## src/rtl/bsy_pkg.sv

```systemverilog
// Shared types for the PS/2 busy-gated capture path.
// Code width and the masked "no data" value live here.
package bsy_pkg;

    localparam int PS2_DATA_W = 8;

    typedef logic [PS2_DATA_W-1:0] ps2_code_t;

    localparam ps2_code_t PS2_NO_DATA = '0;

endpackage

```

## src/rtl/bsy_capture_fifo_if.sv

```systemverilog
// Capture/consume bundle between PS/2 receiver, capture FIFO and decoder.
// slave = the FIFO, master = whoever drives bsy/data_in and consumes codes.
interface bsy_capture_fifo_if
    import bsy_pkg::*;
#(
    parameter int DATA_W = PS2_DATA_W,
    parameter int DEPTH  = 4
);
    localparam int CNT_W = $clog2(DEPTH + 1);

    logic              bsy;
    logic [DATA_W-1:0] data_in;
    logic              out_ready;
    logic              out_valid;
    logic [DATA_W-1:0] data_out;
    logic [CNT_W-1:0]  count;
    logic              overflow;
    logic              ovf_clr;

    modport master (
        output bsy, data_in, out_ready, ovf_clr,
        input  out_valid, data_out, count, overflow
    );

    modport slave (
        input  bsy, data_in, out_ready, ovf_clr,
        output out_valid, data_out, count, overflow
    );

endinterface

```

## src/rtl/bsy_edge_detect.sv

```systemverilog
// Busy falling-edge detector producing a one-cycle capture pulse.
// Define BSY_SYNC_EN to add a 2-flop synchroniser ahead of the edge detect.
module bsy_edge_detect
    import bsy_pkg::*;
(
    input  logic clk,
    input  logic rst_n,
    input  logic bsy,
    output logic cap
);

    logic bsy_s;
    logic bsy_q;

`ifdef BSY_SYNC_EN
    logic [1:0] sync_q;

    always_ff @(posedge clk or negedge rst_n) begin
        if (!rst_n) begin
            sync_q <= '0;
        end else begin
            sync_q <= {sync_q[0], bsy};
        end
    end

    assign bsy_s = sync_q[1];
`else
    assign bsy_s = bsy;
`endif

    // History resets low so a bsy already idle at release never captures.
    always_ff @(posedge clk or negedge rst_n) begin
        if (!rst_n) begin
            bsy_q <= 1'b0;
        end else begin
            bsy_q <= bsy_s;
        end
    end

    assign cap = bsy_q & ~bsy_s;

endmodule

```

## src/rtl/bsy_capture_fifo.sv

```systemverilog
// Captures a PS/2 code on each busy 1->0 edge into a show-ahead FIFO.
// Build option BSY_SYNC_EN synchronises bsy (see bsy_edge_detect).
module bsy_capture_fifo
    import bsy_pkg::*;
#(
    parameter int DATA_W = PS2_DATA_W,
    parameter int DEPTH  = 4
)
(
    input logic               clk,
    input logic               rst_n,
    bsy_capture_fifo_if.slave bus
);

    localparam int CNT_W = $clog2(DEPTH + 1);
    localparam int AW    = $clog2(DEPTH);

    logic [DATA_W-1:0] mem [DEPTH];
    logic [AW-1:0]     wr_ptr;
    logic [AW-1:0]     rd_ptr;
    logic [CNT_W-1:0]  count_q;
    logic              ovf_q;
    logic              cap;
    logic              valid;
    logic              full;
    logic              pop;
    logic              push;
    logic              drop;

    bsy_edge_detect u_edge (
        .clk   (clk),
        .rst_n (rst_n),
        .bsy   (bus.bsy),
        .cap   (cap)
    );

    assign valid = count_q != '0;
    assign full  = count_q == CNT_W'(DEPTH);
    assign pop   = valid & bus.out_ready;
    // A simultaneous pop frees the slot, so a full FIFO still accepts.
    assign push  = cap & (~full | pop);
    assign drop  = cap & full & ~pop;

    always_ff @(posedge clk) begin
        if (push) begin
            mem[wr_ptr] <= bus.data_in;
        end
    end

    always_ff @(posedge clk or negedge rst_n) begin
        if (!rst_n) begin
            wr_ptr  <= '0;
            rd_ptr  <= '0;
            count_q <= '0;
            ovf_q   <= 1'b0;
        end else begin
            if (push) begin
                wr_ptr <= wr_ptr + AW'(1);
            end
            if (pop) begin
                rd_ptr <= rd_ptr + AW'(1);
            end
            unique case ({push, pop})
                2'b10:   count_q <= count_q + CNT_W'(1);
                2'b01:   count_q <= count_q - CNT_W'(1);
                default: count_q <= count_q;
            endcase
            if (drop) begin
                ovf_q <= 1'b1;
            end else if (bus.ovf_clr) begin
                ovf_q <= 1'b0;
            end
        end
    end

    assign bus.out_valid = valid;
    assign bus.data_out  = valid ? mem[rd_ptr] : DATA_W'(PS2_NO_DATA);
    assign bus.count     = count_q;
    assign bus.overflow  = ovf_q;

endmodule

```

## src/flat_wrapper.sv

```systemverilog
// flat-port wrapper written by rule: the top's interface ports become plain ports
module bsy_capture_fifo_flat import bsy_pkg::*;
#(
    parameter int DATA_W = PS2_DATA_W,
    parameter int DEPTH  = 4
)
  (clk, rst_n, bus_bsy, bus_data_in, bus_out_ready, bus_ovf_clr, bus_out_valid, bus_data_out, bus_count, bus_overflow);
  bsy_capture_fifo_if #(.DATA_W(DATA_W), .DEPTH(DEPTH)) bus_i ();
  input logic clk;
  input logic rst_n;
  input wire logic [$bits(bus_i.bsy)-1:0] bus_bsy;
  input wire logic [$bits(bus_i.data_in)-1:0] bus_data_in;
  input wire logic [$bits(bus_i.out_ready)-1:0] bus_out_ready;
  input wire logic [$bits(bus_i.ovf_clr)-1:0] bus_ovf_clr;
  output wire logic [$bits(bus_i.out_valid)-1:0] bus_out_valid;
  output wire logic [$bits(bus_i.data_out)-1:0] bus_data_out;
  output wire logic [$bits(bus_i.count)-1:0] bus_count;
  output wire logic [$bits(bus_i.overflow)-1:0] bus_overflow;
  assign bus_i.bsy = bus_bsy;
  assign bus_i.data_in = bus_data_in;
  assign bus_i.out_ready = bus_out_ready;
  assign bus_i.ovf_clr = bus_ovf_clr;
  assign bus_out_valid = bus_i.out_valid;
  assign bus_data_out = bus_i.data_out;
  assign bus_count = bus_i.count;
  assign bus_overflow = bus_i.overflow;
  bsy_capture_fifo #(.DATA_W(DATA_W), .DEPTH(DEPTH)) u_core (.clk(clk), .rst_n(rst_n), .bus(bus_i));
endmodule
```

## config.mk

```make
export PLATFORM = sky130hd
export DESIGN_NAME = bsy_capture_fifo_flat
export DESIGN_NICKNAME = d
export VERILOG_FILES = /design/src/rtl/bsy_pkg.sv /design/src/rtl/bsy_capture_fifo_if.sv /design/src/rtl/bsy_edge_detect.sv /design/src/rtl/bsy_capture_fifo.sv /design/src/flat_wrapper.sv
export SDC_FILE = /design/constraint.sdc
export NUM_CORES = 1
export LEC_CHECK = 0
export ABC_AREA = 1
export CORE_ASPECT_RATIO = 0.9
export CORE_MARGIN = 2
export CORE_UTILIZATION = 45
export DETAILED_ROUTE_END_ITERATION = 16
export HOLD_SLACK_MARGIN = 0.15
export PLACE_DENSITY = 0.78
export SYNTH_ARGS = -nofsm -noshare
export SYNTH_HDL_FRONTEND = slang
export SYNTH_HIERARCHICAL = 1
export SYNTH_SLANG_ARGS = --single-unit
export TNS_END_PERCENT = 30
```

## constraint.sdc

```tcl
create_clock -name clk -period 2.1 [get_ports clk]
set_input_delay 0.21 -clock clk [delete_from_list [all_inputs] [get_ports clk]]
set_output_delay 0.21 -clock clk [all_outputs]
set_load 0.01 [all_outputs]
```

==> Yosys cells after proc, flatten, opt, wreduce, memory -nomap -nowiden <==
Memories as Yosys holds them, arrays and structs flattened.
Index checks and enable logic that the tools add are counted.
{ "classes": {"addsub": 4, "n_bitwise": 9, "reduce_logical": 3, "mux": 6, "eq_ne": 3} }
{ "op_table": {"columns": ["operator", "count"], "rows": [
  ["two-way mux 8 bit", 1],
  ["one-hot mux 3 bit (2 select lines)", 1],
  ["bitwise AND 1 bit", 5],
  ["adder 2 x 1 -> 2 bit (second input constant)", 2],
  ["two-way mux 1 bit", 4],
  ["nonzero test 2 bit", 2],
  ["adder 3 x 1 -> 3 bit (second input constant)", 1],
  ["equality test 3 bit (second input constant)", 1],
  ["inverter 1 bit", 3],
  ["nonzero test 3 bit", 1],
  ["subtractor 3 x 1 -> 3 bit (second input constant)", 1],
  ["equality test 2 x 1 -> 1 bit (second input constant)", 1],
  ["equality test 2 bit (second input constant)", 1],
  ["bitwise OR 1 bit", 1]
]} }
{ "word_totals": {"word_cells": 31, "output_inout_bits": 13, "mem_bits_rw": 32, "ff_bits": 9, "mem_count": 1} }
{ "mem_list": {"columns": ["memory", "depth", "width", "rd", "rd_clocked_by_memory_dff", "write_ports", "line", "source"], "rows": [
  ["u_core.mem", 4, 8, 1, 0, 1, "bsy_capture_fifo.sv:18", "logic [DATA_W-1:0] mem [DEPTH];"]
]} }

==> Longest topological paths before layout <==
{ "logic_depth": {"depth_word": 6, "mapped_depth": 10, "depth_no_buf": 10} }

==> Hierarchy <==
Netlist, hierarchy kept.
{ "by_module_without_submodules": {"columns": ["module", "seq_area_each_um2", "n_inst", "area_per_inst_um2", "cells_per_inst"], "rows": [
  ["bsy_capture_fifo", 1161.1, 1, 1764.2, 154],
  ["bsy_edge_detect", 25.0, 1, 35.0, 3]
]} }

==> Worst setup path after synthesis <==
OpenSTA, ideal clock, no wires.
{ "synth_timing": {"kind": "reg2reg", "startpoint": "register u_core.count_q[0] (netlist: u_core/bus.count[0])", "endpoint": "register u_core.count_q[2] (netlist: u_core/bus.count[2])", "arrival_ns": 1.479, "path_buffers": 0, "period_less_slack_ns": 1.542, "required_ns": 2.037, "stages_incl_launch_ff": 10, "setup_slack_ns": 0.558, "path_cell_list": "dfrtp_1 nor2_4 nand2_4 nand3_2 fa_1 inv_1 nand4_1 nand3_1 nand2_1 inv_1"} }
{ "synth_via": {"elab_chain_cells": 6} }
{ "synth_rtl": {"columns": ["element", "line", "source"], "rows": [
  ["start: declaration", "bsy_capture_fifo.sv:21", "logic [CNT_W-1:0] count_q;"],
  ["start signal: assignment", "bsy_capture_fifo.sv:64", "2'b10: count_q <= count_q + CNT_W'(1);"],
  ["start signal: assignment", "bsy_capture_fifo.sv:65", "2'b01: count_q <= count_q - CNT_W'(1);"],
  ["start signal: assignment", "bsy_capture_fifo.sv:66", "default: count_q <= count_q;"],
  ["nonzero test 3 bit *", "bsy_capture_fifo.sv:37", "assign valid = count_q != '0;"],
  ["named net bus_out_valid", "flat_wrapper.sv:15", "output wire logic [$bits(bus_i.out_valid)-1:0] bus_out_valid;"],
  ["bitwise AND 1 bit *", "bsy_capture_fifo.sv:39", "assign pop = valid & bus.out_ready;"],
  ["bitwise OR 1 bit", "bsy_capture_fifo.sv:41", "assign push = cap & (~full | pop);"],
  ["bitwise AND 1 bit", "bsy_capture_fifo.sv:41", null],
  ["equality test 2 x 1 -> 1 bit or equality test 2 bit (tied branches)", "bsy_capture_fifo.sv:63", "unique case ({push, pop})"],
  ["one-hot mux 3 bit (2 select lines) or nonzero test 2 bit (tied branches)", null, null]
]} }
Mark *: on every way through the listed nets, which the timed path passes. The rest lies on a longest branch.
A chain may end at the register's enable or synchronous reset.

==> Worst setup path after layout <==
{ "layout_timing": {"startpoint": "register u_core.rd_ptr[1]", "endpoint": "output port bus_data_out[2]"} }
{ "layout_via": {"elab_chain_cells": 2} }
{ "layout_rtl": {"columns": ["element", "line", "source"], "rows": [
  ["start: declaration", "bsy_capture_fifo.sv:20", "logic [AW-1:0] rd_ptr;"],
  ["start signal: assignment", "bsy_capture_fifo.sv:61", "rd_ptr <= rd_ptr + AW'(1);"],
  ["memory (4 x 8 bit)", null, null],
  ["two-way mux 8 bit", "bsy_capture_fifo.sv:77", "assign bus.data_out = valid ? mem[rd_ptr] : DATA_W'(PS2_NO_DATA);"],
  ["end: declaration", "flat_wrapper.sv:16", "output wire logic [$bits(bus_i.data_out)-1:0] bus_data_out;"]
]} }
No other way between the ends.

==> metrics.md <==
| Metric | Value |
|---|---|
| Outcome | complete, no violations |
| Met2 Wirelength | 1810 um |
| Vias in the first global route | 1265 |
| Setup Skew | 0.00642 ns |
| Largest net degree at the start of global routing | 18 |
| GRT Util Overall | 0.165 |
| Fin crit share | 0.970 |
| Min Tclk post-route | 2.04 ns |
| Clock Tree Root | clkbuf_8 |
| Max-slew violations | 0 |
| Cell family with most CP delay | buffers and inverters |
| Largest cells by area after synthesis | edfxtp_1 (53%), dfrtp_1 (13%), nor2_1 (8.1%), o21ai_0 (4.5%), inv_1 (3.5%) |
| Worst-Skew Late Latency | 0.28 ns |
| Fillcell total | 301 |
| Fin util | 0.596 |
| Mapped Nets | 175 |
| CP Cell Sequence | buf_4 -> nor2_1 -> o21ai_0 -> a21oi_1 -> clkdlybuf4s50_1 |
| Switching Share | 0.361 |
| Initial antenna violation count | 0 |
| Initial DRC Count | 71 |
| Critical Path Sink Type | output port |
| Yosys warns | 6 |
| Synthesis-to-layout area growth | 25.2% |
| H-tree lvl count | 2 |
| Post-synth cell types | 23 |
| CTS Buf Count | 5 |
| Total iterations of the first detailed-routing run | 4 |
| WL/cell | 14.0 um |
| Antenna cells | 0 |
| Min-Delay Path Class | input port to asynchronous set/reset pin |
| Least-Margin Pin Slew | 0.446 ns |
| Most frequent cells in the layout | nor2_1 (39), edfxtp_1 (32), clkdlybuf4s50_1 (21), inv_1 (17), o21ai_0 (16) |
| Final worst slack | 0.0636 ns |
| Sequential power share | 0.379 |
| Cells after synthesis | 157 |
| Die height | 64.0 um |
| Max Cap Viol | 0 |
| Maximum VDD drop | 0.730 mV |
| Crit path DAT | 1.83 ns |
| Finish-stage setup viols | 0 |
| RSZ-0062 raised after global routing | true |
| Switching Power | 1.07 mW |
| Crit path max fanout | 6 |
| Core Area | 0.00378 sq mm |
| Initial core utilization | 0.476 |
| Top cell type's share of synthesized area | 0.534 |
| Post-DP HPWL | 2370 um |
| Avg Cell Area, Syn | 11.5 sq um |
| DR DRC count | 0 |
| Design area | 0.00225 sq mm |
| Met3 wire len | 136 um |
| Final setup TNS | 0 ns |
| Slew HR | 0.702 |
| Met1 WL | 1320 um |
| Post-synthesis register bit count | 41 |
| Crit-path max cell delay | 0.56 ns |
| CTS clk-pin slew, worst paths | 0.08 ns |
| Seq/Total Area, Yosys | 0.659 |
| Top layer in use | met4 |
| Leading area contributor after synthesis | edfxtp_1 |
| Placed cell area | 0.00212 sq mm |
| Crit Path Category | flip-flop to output port |
| P_leak | 0.921 nW |
| Post-route ant nets | 0 |
| RD Place Congestion | 0.791 |
| CTS tree | built |
| PwrDens | 1320 mW/mm^2 |
| Total Routed Length | 3360 um |
| Placement row count | 21 |
| Vias | 1228 |
| First-pass GRT wire length | 5510 um |
| Nets | 211 |
| P_int | 1.90 mW |
| Commonest non-fill, non-tap cell in the layout | nor2_1 |
| PortBufs | 25 |
| Clock Sinks | 41 |
| Fmax | 491 MHz |
| CP bufs+invs | 2 |
| GRT overflow | 0 |
| Worst EP required | 1.89 ns |
| CP startpoint kind | flip-flop |
| Post-Syn Area | 0.00180 sq mm |
| Final Hold Viols | 0 |
| Die span in x | 70.7 um |
| Worst-case clock buffer depth | 2 |
| Slowest CP cell | clkdlybuf4s50_1 |
| Die area | 0.00452 sq mm |
| Clk pwr share | 0.171 |
| Combinational group share of total power | 0.450 |
| Vias/cell | 5.12 |
| Layout cells sized above 1 | 0.144 |
| Pre-CTS setup slack | 0.0791 ns |
| Num ports | 26 |
area by class of cell:
cell class	count	area, sq um	share of cell area
flip-flops and latches	41	1190	0.527
multi-input cells	94	520	0.231
repair buffers	33	320	0.142
clock buffers	6	82.6	0.0366
inverters	18	70.1	0.0311
well taps	46	57.6	0.0255
clock inverters	2	13.8	0.00611
cell families after synthesis:
kind of cell	count (synthesis)	synth area share
buffers and inverters	22	0.0515
AO/OA/AOI/OAI	28	0.0786
XOR/XNOR	3	0.0146
flip-flops	41	0.659
AND/OR/NAND/NOR	58	0.157
adder cells (fa/ha/maj)	5	0.0389
power by group through the flow:
stage	Combinational [mW]	Sequential (mW)	Clock, mW
final	1.34	1.13	0.509
after global routing	1.49	1.14	0.556
after CTS	1.36	1.12	0.518
after detailed placement	1.27	1.17	0
after global placement	1.20	1.16	0
after floorplan	0.786	1.11	0
timing repair:
action | 4_1_cts | 5_1_grt
resized for setup | 4 | 4
buffers inserted | 3 | 0
setup endpoints to repair | 8 | 8
hold buffers | 0 | 0
through the flow:
step                      total power [mW]  hold slack (ns)  instances
after global placement                2.36            0.518        229
final                                 2.97            0.240        240
after detailed placement              2.44            0.543        229
after CTS                             3.00            0.254        240
after floorplan                       1.90          -0.0856        157
after global routing                  3.18            0.249        240
registers in the layout, indices dropped and copies added, names as in the netlist:
register,cells
u_core/bus.overflow,1
u_core/u_edge/bsy_q,1
u_core/wr_ptr,2
u_core/rd_ptr,2
u_core/mem,32
u_core/bus.count,3
cells in the mapped netlist, drive strengths merged:
| cell | instances |
|---|---|
| a21oi | 10 |
| buf | 4 |
| dfrtp | 9 |
| edfxtp | 32 |
| fa | 1 |
| ha | 4 |
| inv | 18 |
| nand2 | 10 |
| nand3 | 4 |
| nand4 | 2 |
| nor2 | 42 |
| o21ai | 17 |
| o22ai | 1 |
| xor2 | 3 |
per-layer routing:
layer  track usage  vias up
li1              -      591
met5             0        -
met3        0.0347       10
met4        0.0943        0
met1         0.182      595
met2         0.294       32
worst paths after layout:
path / to / slack (ns) / cells after the start / from
max: bus_data_out[2] / 0.06 / 5 / u_core/rd_ptr[1]
max in group asynchronous: u_core/rd_ptr[0] / 1.52 / 1 / rst_n
min in group clk: u_core/u_edge/bsy_q / 0.42 / 1 / bus_bsy
min: u_core/rd_ptr[1] / 0.24 / 1 / rst_n
max reg2reg: u_core/bus.count[2] / 0.48 / 10 / u_core/u_edge/bsy_q
min reg2reg: u_core/bus.overflow / 0.55 / 2 / u_core/bus.overflow
No activity file was read; power rests on OpenSTA's default activity.
